`config.mk`:
```
export PLATFORM = sky130hd
export DESIGN_NAME = btn_conditioner
export DESIGN_NICKNAME = d
export VERILOG_FILES = /design/src/rtl/btn_conditioner.sv
export SDC_FILE = /design/constraint.sdc
export NUM_CORES = 1
export LEC_CHECK = 0
export ABC_CLOCK_PERIOD_IN_PS = 2450
export CAP_MARGIN = 10
export CELL_PAD_IN_SITES_DETAIL_PLACEMENT = 1
export CELL_PAD_IN_SITES_GLOBAL_PLACEMENT = 1
export CORE_ASPECT_RATIO = 1.1
export CORE_MARGIN = 2
export CORE_UTILIZATION = 47
export CTS_CLUSTER_SIZE = 28
export DETAILED_ROUTE_END_ITERATION = 8
export HOLD_SLACK_MARGIN = 0.15
export MAX_ROUTING_LAYER = met4
export PLACE_DENSITY_LB_ADDON = 0.1
export SLEW_MARGIN = 40
export SYNTH_ARGS = -nofsm -noshare
export SYNTH_HDL_FRONTEND = slang
export SYNTH_SLANG_ARGS = --single-unit
```
`constraint.sdc`:
```
create_clock -name clk -period 2.45 [get_ports clk]
set_input_delay 0.245 -clock clk [delete_from_list [all_inputs] [get_ports clk]]
set_output_delay 0.245 -clock clk [all_outputs]
set_load 0.01 [all_outputs]
```
`src/rtl/btn_conditioner.sv`:
```
// Paddle push-button conditioner: 2-flop sync, ms debounce and press/hold FSM per button.
// Emits clean level, press/release pulses and auto-repeat step pulses.
//
// state       | meaning
// IDLE        | released, level 0, waiting for sync high
// DEB_PRESS   | sync high, counting ticks until the press is accepted
// HELD_DELAY  | accepted press, counting ticks to the first auto-repeat step
// HELD_REPEAT | auto-repeating, step every REPEAT_RATE_MS ticks
// DEB_RELEASE | sync low while held, counting ticks until the release is accepted
module btn_conditioner #(
  parameter int DEBOUNCE_MS     = 10,
  parameter int REPEAT_DELAY_MS = 300,
  parameter int REPEAT_RATE_MS  = 50
) (
  input  logic       clk,
  input  logic       reset,
  input  logic       clk_1ms,
  input  logic [3:0] btn_raw,
  output logic [3:0] btn_level,
  output logic [3:0] btn_press,
  output logic [3:0] btn_release,
  output logic [3:0] btn_step,
  output logic       any_press
);

  typedef enum logic [2:0] {
    IDLE, DEB_PRESS, HELD_DELAY, HELD_REPEAT, DEB_RELEASE
  } state_t;

  localparam logic [9:0] DEB_LAST = 10'(DEBOUNCE_MS - 1);
  localparam logic [9:0] DLY_LAST = 10'(REPEAT_DELAY_MS - 1);
  localparam logic [9:0] RPT_LAST = 10'(REPEAT_RATE_MS - 1);

  logic [3:0] sync1_q, sync2_q;
  logic       clk_1ms_q;
  logic       tick;

  state_t     state_q [4];
  state_t     state_d [4];
  logic [9:0] cnt_q [4];
  logic [9:0] cnt_d [4];

  logic [3:0] level_q, level_d;
  logic [3:0] press_q, press_d;
  logic [3:0] release_q, release_d;
  logic [3:0] step_q, step_d;
  logic       any_press_q, any_press_d;

  assign tick = clk_1ms & ~clk_1ms_q;

  always_comb begin
    level_d   = level_q;
    press_d   = '0;
    release_d = '0;
    step_d    = '0;
    for (int i = 0; i < 4; i++) begin
      state_d[i] = state_q[i];
      cnt_d[i]   = cnt_q[i];
      // A sync change always takes priority; a tick in the same cycle is dropped.
      case (state_q[i])
        IDLE: begin
          if (sync2_q[i]) begin
            state_d[i] = DEB_PRESS;
            cnt_d[i]   = '0;
          end
        end
        DEB_PRESS: begin
          if (!sync2_q[i]) begin
            state_d[i] = IDLE;
            cnt_d[i]   = '0;
          end else if (tick) begin
            if (cnt_q[i] == DEB_LAST) begin
              state_d[i] = HELD_DELAY;
              cnt_d[i]   = '0;
              level_d[i] = 1'b1;
              press_d[i] = 1'b1;
              step_d[i]  = 1'b1;
            end else begin
              cnt_d[i] = cnt_q[i] + 10'd1;
            end
          end
        end
        HELD_DELAY: begin
          if (!sync2_q[i]) begin
            state_d[i] = DEB_RELEASE;
            cnt_d[i]   = '0;
          end else if (tick) begin
            if (cnt_q[i] == DLY_LAST) begin
              state_d[i] = HELD_REPEAT;
              cnt_d[i]   = '0;
              step_d[i]  = 1'b1;
            end else begin
              cnt_d[i] = cnt_q[i] + 10'd1;
            end
          end
        end
        HELD_REPEAT: begin
          if (!sync2_q[i]) begin
            state_d[i] = DEB_RELEASE;
            cnt_d[i]   = '0;
          end else if (tick) begin
            if (cnt_q[i] == RPT_LAST) begin
              cnt_d[i]  = '0;
              step_d[i] = 1'b1;
            end else begin
              cnt_d[i] = cnt_q[i] + 10'd1;
            end
          end
        end
        DEB_RELEASE: begin
          if (sync2_q[i]) begin
            state_d[i] = HELD_DELAY;
            cnt_d[i]   = '0;
          end else if (tick) begin
            if (cnt_q[i] == DEB_LAST) begin
              state_d[i]   = IDLE;
              cnt_d[i]     = '0;
              level_d[i]   = 1'b0;
              release_d[i] = 1'b1;
            end else begin
              cnt_d[i] = cnt_q[i] + 10'd1;
            end
          end
        end
        default: begin
          state_d[i] = IDLE;
          cnt_d[i]   = '0;
          level_d[i] = 1'b0;
        end
      endcase
    end
    any_press_d = |press_d;
  end

  always_ff @(posedge clk or posedge reset) begin
    if (reset) begin
      sync1_q     <= '0;
      sync2_q     <= '0;
      clk_1ms_q   <= 1'b0;
      level_q     <= '0;
      press_q     <= '0;
      release_q   <= '0;
      step_q      <= '0;
      any_press_q <= 1'b0;
      for (int i = 0; i < 4; i++) begin
        state_q[i] <= IDLE;
        cnt_q[i]   <= '0;
      end
    end else begin
      sync1_q     <= btn_raw;
      sync2_q     <= sync1_q;
      clk_1ms_q   <= clk_1ms;
      level_q     <= level_d;
      press_q     <= press_d;
      release_q   <= release_d;
      step_q      <= step_d;
      any_press_q <= any_press_d;
      for (int i = 0; i < 4; i++) begin
        state_q[i] <= state_d[i];
        cnt_q[i]   <= cnt_d[i];
      end
    end
  end

  assign btn_level   = level_q;
  assign btn_press   = press_q;
  assign btn_release = release_q;
  assign btn_step    = step_q;
  assign any_press   = any_press_q;

endmodule

```
==> summary.txt <==
Status
  • Result of the run: complete, no violations

Clock network
  • Clock tree from TritonCTS: yes
  • Depth of the CTS H-tree: 3
  • Clock buffer depth: 2
  • Setup Fix Bufs, Post-CTS: 0
  • Source-to-sink clock delay at the later pin of the worst-skew pair: 0.37 ns
  • CTS sink count: 78
  • Clock edge transition at the registers on the reported setup and hold paths: 0.09 ns
  • Root cell of the clock tree: sky130_fd_sc_hd__clkbuf_8
  • Number of CTS-inserted buffers: 9

Finish
  • Final Net Count: 607
  • Area grow syn2layout: 16.07%
  • Antenna cells: 0
  • Commonest cells after routing, fill and taps aside: 78 x sky130_fd_sc_hd__dfrtp_1, 54 x sky130_fd_sc_hd__nand2_1, 41 x sky130_fd_sc_hd__nor2_1
  • Most common cell after layout, fill and taps aside: sky130_fd_sc_hd__dfrtp_1
  • Layout cell share with drive strength beyond 1: 11.89%

Die
  • Core area: 0.009937 mm^2
  • Standard-cell rows: 38
  • Floorplan die area: 0.01106 mm^2
  • Top Ports: 24
  • Starting density of the core: 48.43%
  • Die Y-Extent: 110.1 um
  • Die width: 100.5 um

Yosys
  • Largest area contributor in the netlist: sky130_fd_sc_hd__dfrtp_1
  • Number of cells produced by synthesis: 556
  • Total standard cell area after synthesis: 0.004812 mm^2
  • Async set-reset flop share out of synthesis: 100.0%
  • Count of flip-flops with a built-in enable after synthesis: 0
  • Post-synthesis area per instance: 8.655 um^2
  • Number of nets produced by synthesis: 571
  • Seq/Total Area, Yosys: 40.56%
  • Most instantiated flip-flop cell in the synthesis netlist: sky130_fd_sc_hd__dfrtp_1
  • Largest cells by area after synthesis: sky130_fd_sc_hd__dfrtp_1 41%, sky130_fd_sc_hd__nand2_1 4.2%, sky130_fd_sc_hd__o21ai_0 3.4%
  • #FFs+latches synth: 78
  • Warnings from Yosys: 0
  • Unique masters post-synth: 72
  • Proportion of netlist area held by the largest area contributor: 40.56%

Power
  • Internal power component: 2.346 mW
  • Switching power: 1.212 mW
  • Switching part of the total: 34.06%
  • Share of power burned in registers: 41.0%
  • Clock network power share: 31.9%
  • Total power: 3.559 mW
  • PwrDens: 637.1 mW/mm^2
  • Gate power share: 27.1%
  • Leak: 2.328 nW
  • Maximum vdd ir drop: 0.3801 mV

Placement
  • Quantity of I/O buffers inserted on ports: 23
  • Detail Placement HPWL: 9.911 mm
  • GPL Wtd Cong: 0.8788

Worst setup path
  • Delay contributed by the slowest stage of the critical path: 0.58 ns
  • Largest fanout on the critical path: 6
  • Largest delay contributor family on the critical path: simple AND/OR/NAND/NOR gates
  • Arrival @ worst endpoint: 2.47 ns
  • Data required, critical path: 2.71 ns
  • Sum of buffers and inverters on the critical path: 0
  • Kind of critical path: flop to flop
  • Crit-path cells: or4_4 -> nor4_4 -> o32a_2 -> a21oi_1 -> a2111oi_2
  • Kind of start point of the critical path: flop
  • Slowest-stage cell, CP: sky130_fd_sc_hd__or4_4
  • Kind of end point of the critical path: flop

STA
  • Peak clock frequency supported by timing: 452.2 MHz
  • Final critical path time including I/O delays and setup: 2.212 ns
  • Worst Tran Pin Value: 0.7802 ns
  • Number of failing setup endpoints in the final timing report: 0
  • Post-route clock skew: 0.006354 ns
  • Count of pins over their slew limit: 0
  • Final TNS setup: 0 ns
  • Post-route clock period utilization: 90.27%
  • Hold Fails Final Rpt: 0
  • Max-slew headroom at the worst pin: 47.51%
  • Setup repair after global routing missed its margin: no

Routing
  • Wirelength per Cell: 19.05 um
  • Post-route DRC violation count: 0
  • Total detailed-routing wirelength: 13.66 mm
  • Vias after detailed routing: 4566
  • Detail-routed via count per cell: 6.368
  • Antenna viol nets, final: 0
  • Number of detailed-routing iterations run before antenna repair: 5
  • Number of DRC markers after the initial detailed-route iteration: 177

GRT
  • Pin count of the biggest net entering global routing: 79
  • Overflow left after global routing: 0
  • First-pass GRT wire length: 22.69 mm
  • Overall global routing resource usage: 26.49%
  • Via count of the first global-routing pass: 4625
  • Antenna violations before repair: 0

Flow run
  • Max cap viols: 0

Worst hold path
  • Min-Delay Path Class: input port to async pin
==> sequential cells by signal (all words and copies together), names as in the netlist <==
register     cells
btn_press        4
clk_1ms_q        1
cnt_q           40
any_press        1
sync1_q          4
btn_release      4
state_q         12
sync2_q          4
btn_level        4
btn_step         4
==> per-stage QoR <==
stage | instance area, um^2 | utilization (%) | worst slack [ns] | std cells | hold slack (ns)
2_1_floorplan | 4812 | - | 0.2100 | 556 | 0.2764
3_3_place_gp | 5351 | 53.85 | 0.07000 | 701 | 0.3323
3_5_place_dp | 5351 | 53.85 | 0.01645 | 701 | 0.3380
4_1_cts | 5574 | 56.09 | 0.1804 | 717 | 0.3019
5_1_grt | 5585 | 56.21 | 0.08090 | 717 | 0.3189
6_report | 5585 | 56.21 | 0.2384 | 717 | 0.2855
==> worst paths after layout <==
kind / startpoint / to / slack, ns / cells past startpoint
max reg2reg: cnt_q[16] / state_q[3] / 0.24 / 5
max: cnt_q[16] / state_q[3] / 0.24 / 5
min reg2reg: sync1_q[1] / sync2_q[1] / 0.36 / 0
min: reset / cnt_q[14] / 0.29 / 3
min in group clk: btn_raw[2] / sync1_q[2] / 0.31 / 1
max in group asynchronous: reset / cnt_q[7] / 1.85 / 3
==> Yosys cell counts, types with 3 or more instances <==
master and number:
sky130_fd_sc_hd__nor2_1 41, sky130_fd_sc_hd__inv_1 22, sky130_fd_sc_hd__a22oi_1 3, sky130_fd_sc_hd__ha_1 8, sky130_fd_sc_hd__o211ai_1 11, sky130_fd_sc_hd__nand2_1 54, sky130_fd_sc_hd__nand3b_1 5, sky130_fd_sc_hd__a31oi_1 7
sky130_fd_sc_hd__a21o_1 5, sky130_fd_sc_hd__nor4_1 13, sky130_fd_sc_hd__o21bai_1 3, sky130_fd_sc_hd__nand2b_1 12, sky130_fd_sc_hd__or2_2 5, sky130_fd_sc_hd__and3b_1 5, sky130_fd_sc_hd__a2bb2oi_1 3, sky130_fd_sc_hd__nor3_1 24
sky130_fd_sc_hd__nor2b_1 13, sky130_fd_sc_hd__nor3b_1 6, sky130_fd_sc_hd__o31ai_1 3, sky130_fd_sc_hd__or3b_2 3, sky130_fd_sc_hd__and2_1 3, sky130_fd_sc_hd__clkbuf_1 23, sky130_fd_sc_hd__dfrtp_1 78, sky130_fd_sc_hd__buf_2 5
sky130_fd_sc_hd__and3_1 11, sky130_fd_sc_hd__nand4_1 13, sky130_fd_sc_hd__o21ai_0 33, sky130_fd_sc_hd__mux2i_1 3, sky130_fd_sc_hd__a41oi_1 4, sky130_fd_sc_hd__nand4b_1 7, sky130_fd_sc_hd__nand3_1 28, sky130_fd_sc_hd__a211oi_1 4
sky130_fd_sc_hd__o22ai_1 8, sky130_fd_sc_hd__a21oi_1 32, sky130_fd_sc_hd__o32ai_1 3, sky130_fd_sc_hd__o2111ai_1 3, sky130_fd_sc_hd__and4b_1 4
==> cell type report <==
class | count | area (um^2)
timing repair buffer | 54 | 500.5
sequential | 78 | 1952
inverter | 22 | 83.83
clock buffer | 10 | 137.6
tap | 120 | 150.1
multi-input combinational | 427 | 2676
fill | 1191 | 4352
clock inverter | 6 | 85.08
==> repair_timing <==
action / CTS / global route
hold buffers: 0 / 0
resized for setup: 0 / 1
endpoints found under the hold margin: 0 / 0
setup endpoints to repair: 0 / 2
==> per-layer routing <==
metal | wire length, um | track usage, % | vias to the layer above
li1 | - | - | 2170
met1 | 6125 | 32.84 | 2291
met2 | 6925 | 45.06 | 79
met3 | 311 | 3.342 | 26
met4 | 295 | 9.002 | 0
met5 | 0 | - | -
==> power by group through the flow <==
stage	Sequential, mW	Combinational (mW)	Clock, mW
after CTS	1.46	0.963	1.14
final	1.46	0.963	1.14
after detailed placement	1.48	0.954	0
after floorplan	1.45	0.626	0
after global placement	1.48	0.925	0
after global routing	1.47	1.06	1.19
==> worst min-delay path, stage by stage <==
cell and delay (ns):
sky130_fd_sc_hd__clkdlybuf4s50_1 0.42, sky130_fd_sc_hd__clkinv_2 0.06, sky130_fd_sc_hd__buf_12 0.35
==> cell families after synthesis <==
| family | share of synthesized area [%] |
|---|---|
| flops | 40.56 |
| fa+ha+maj | 2.080 |
| buf+inv | 4.108 |
| mux | 0.6240 |
| compound gates | 22.26 |
| simple gates | 30.37 |
Note: power is estimated with default switching activity, not from simulation.
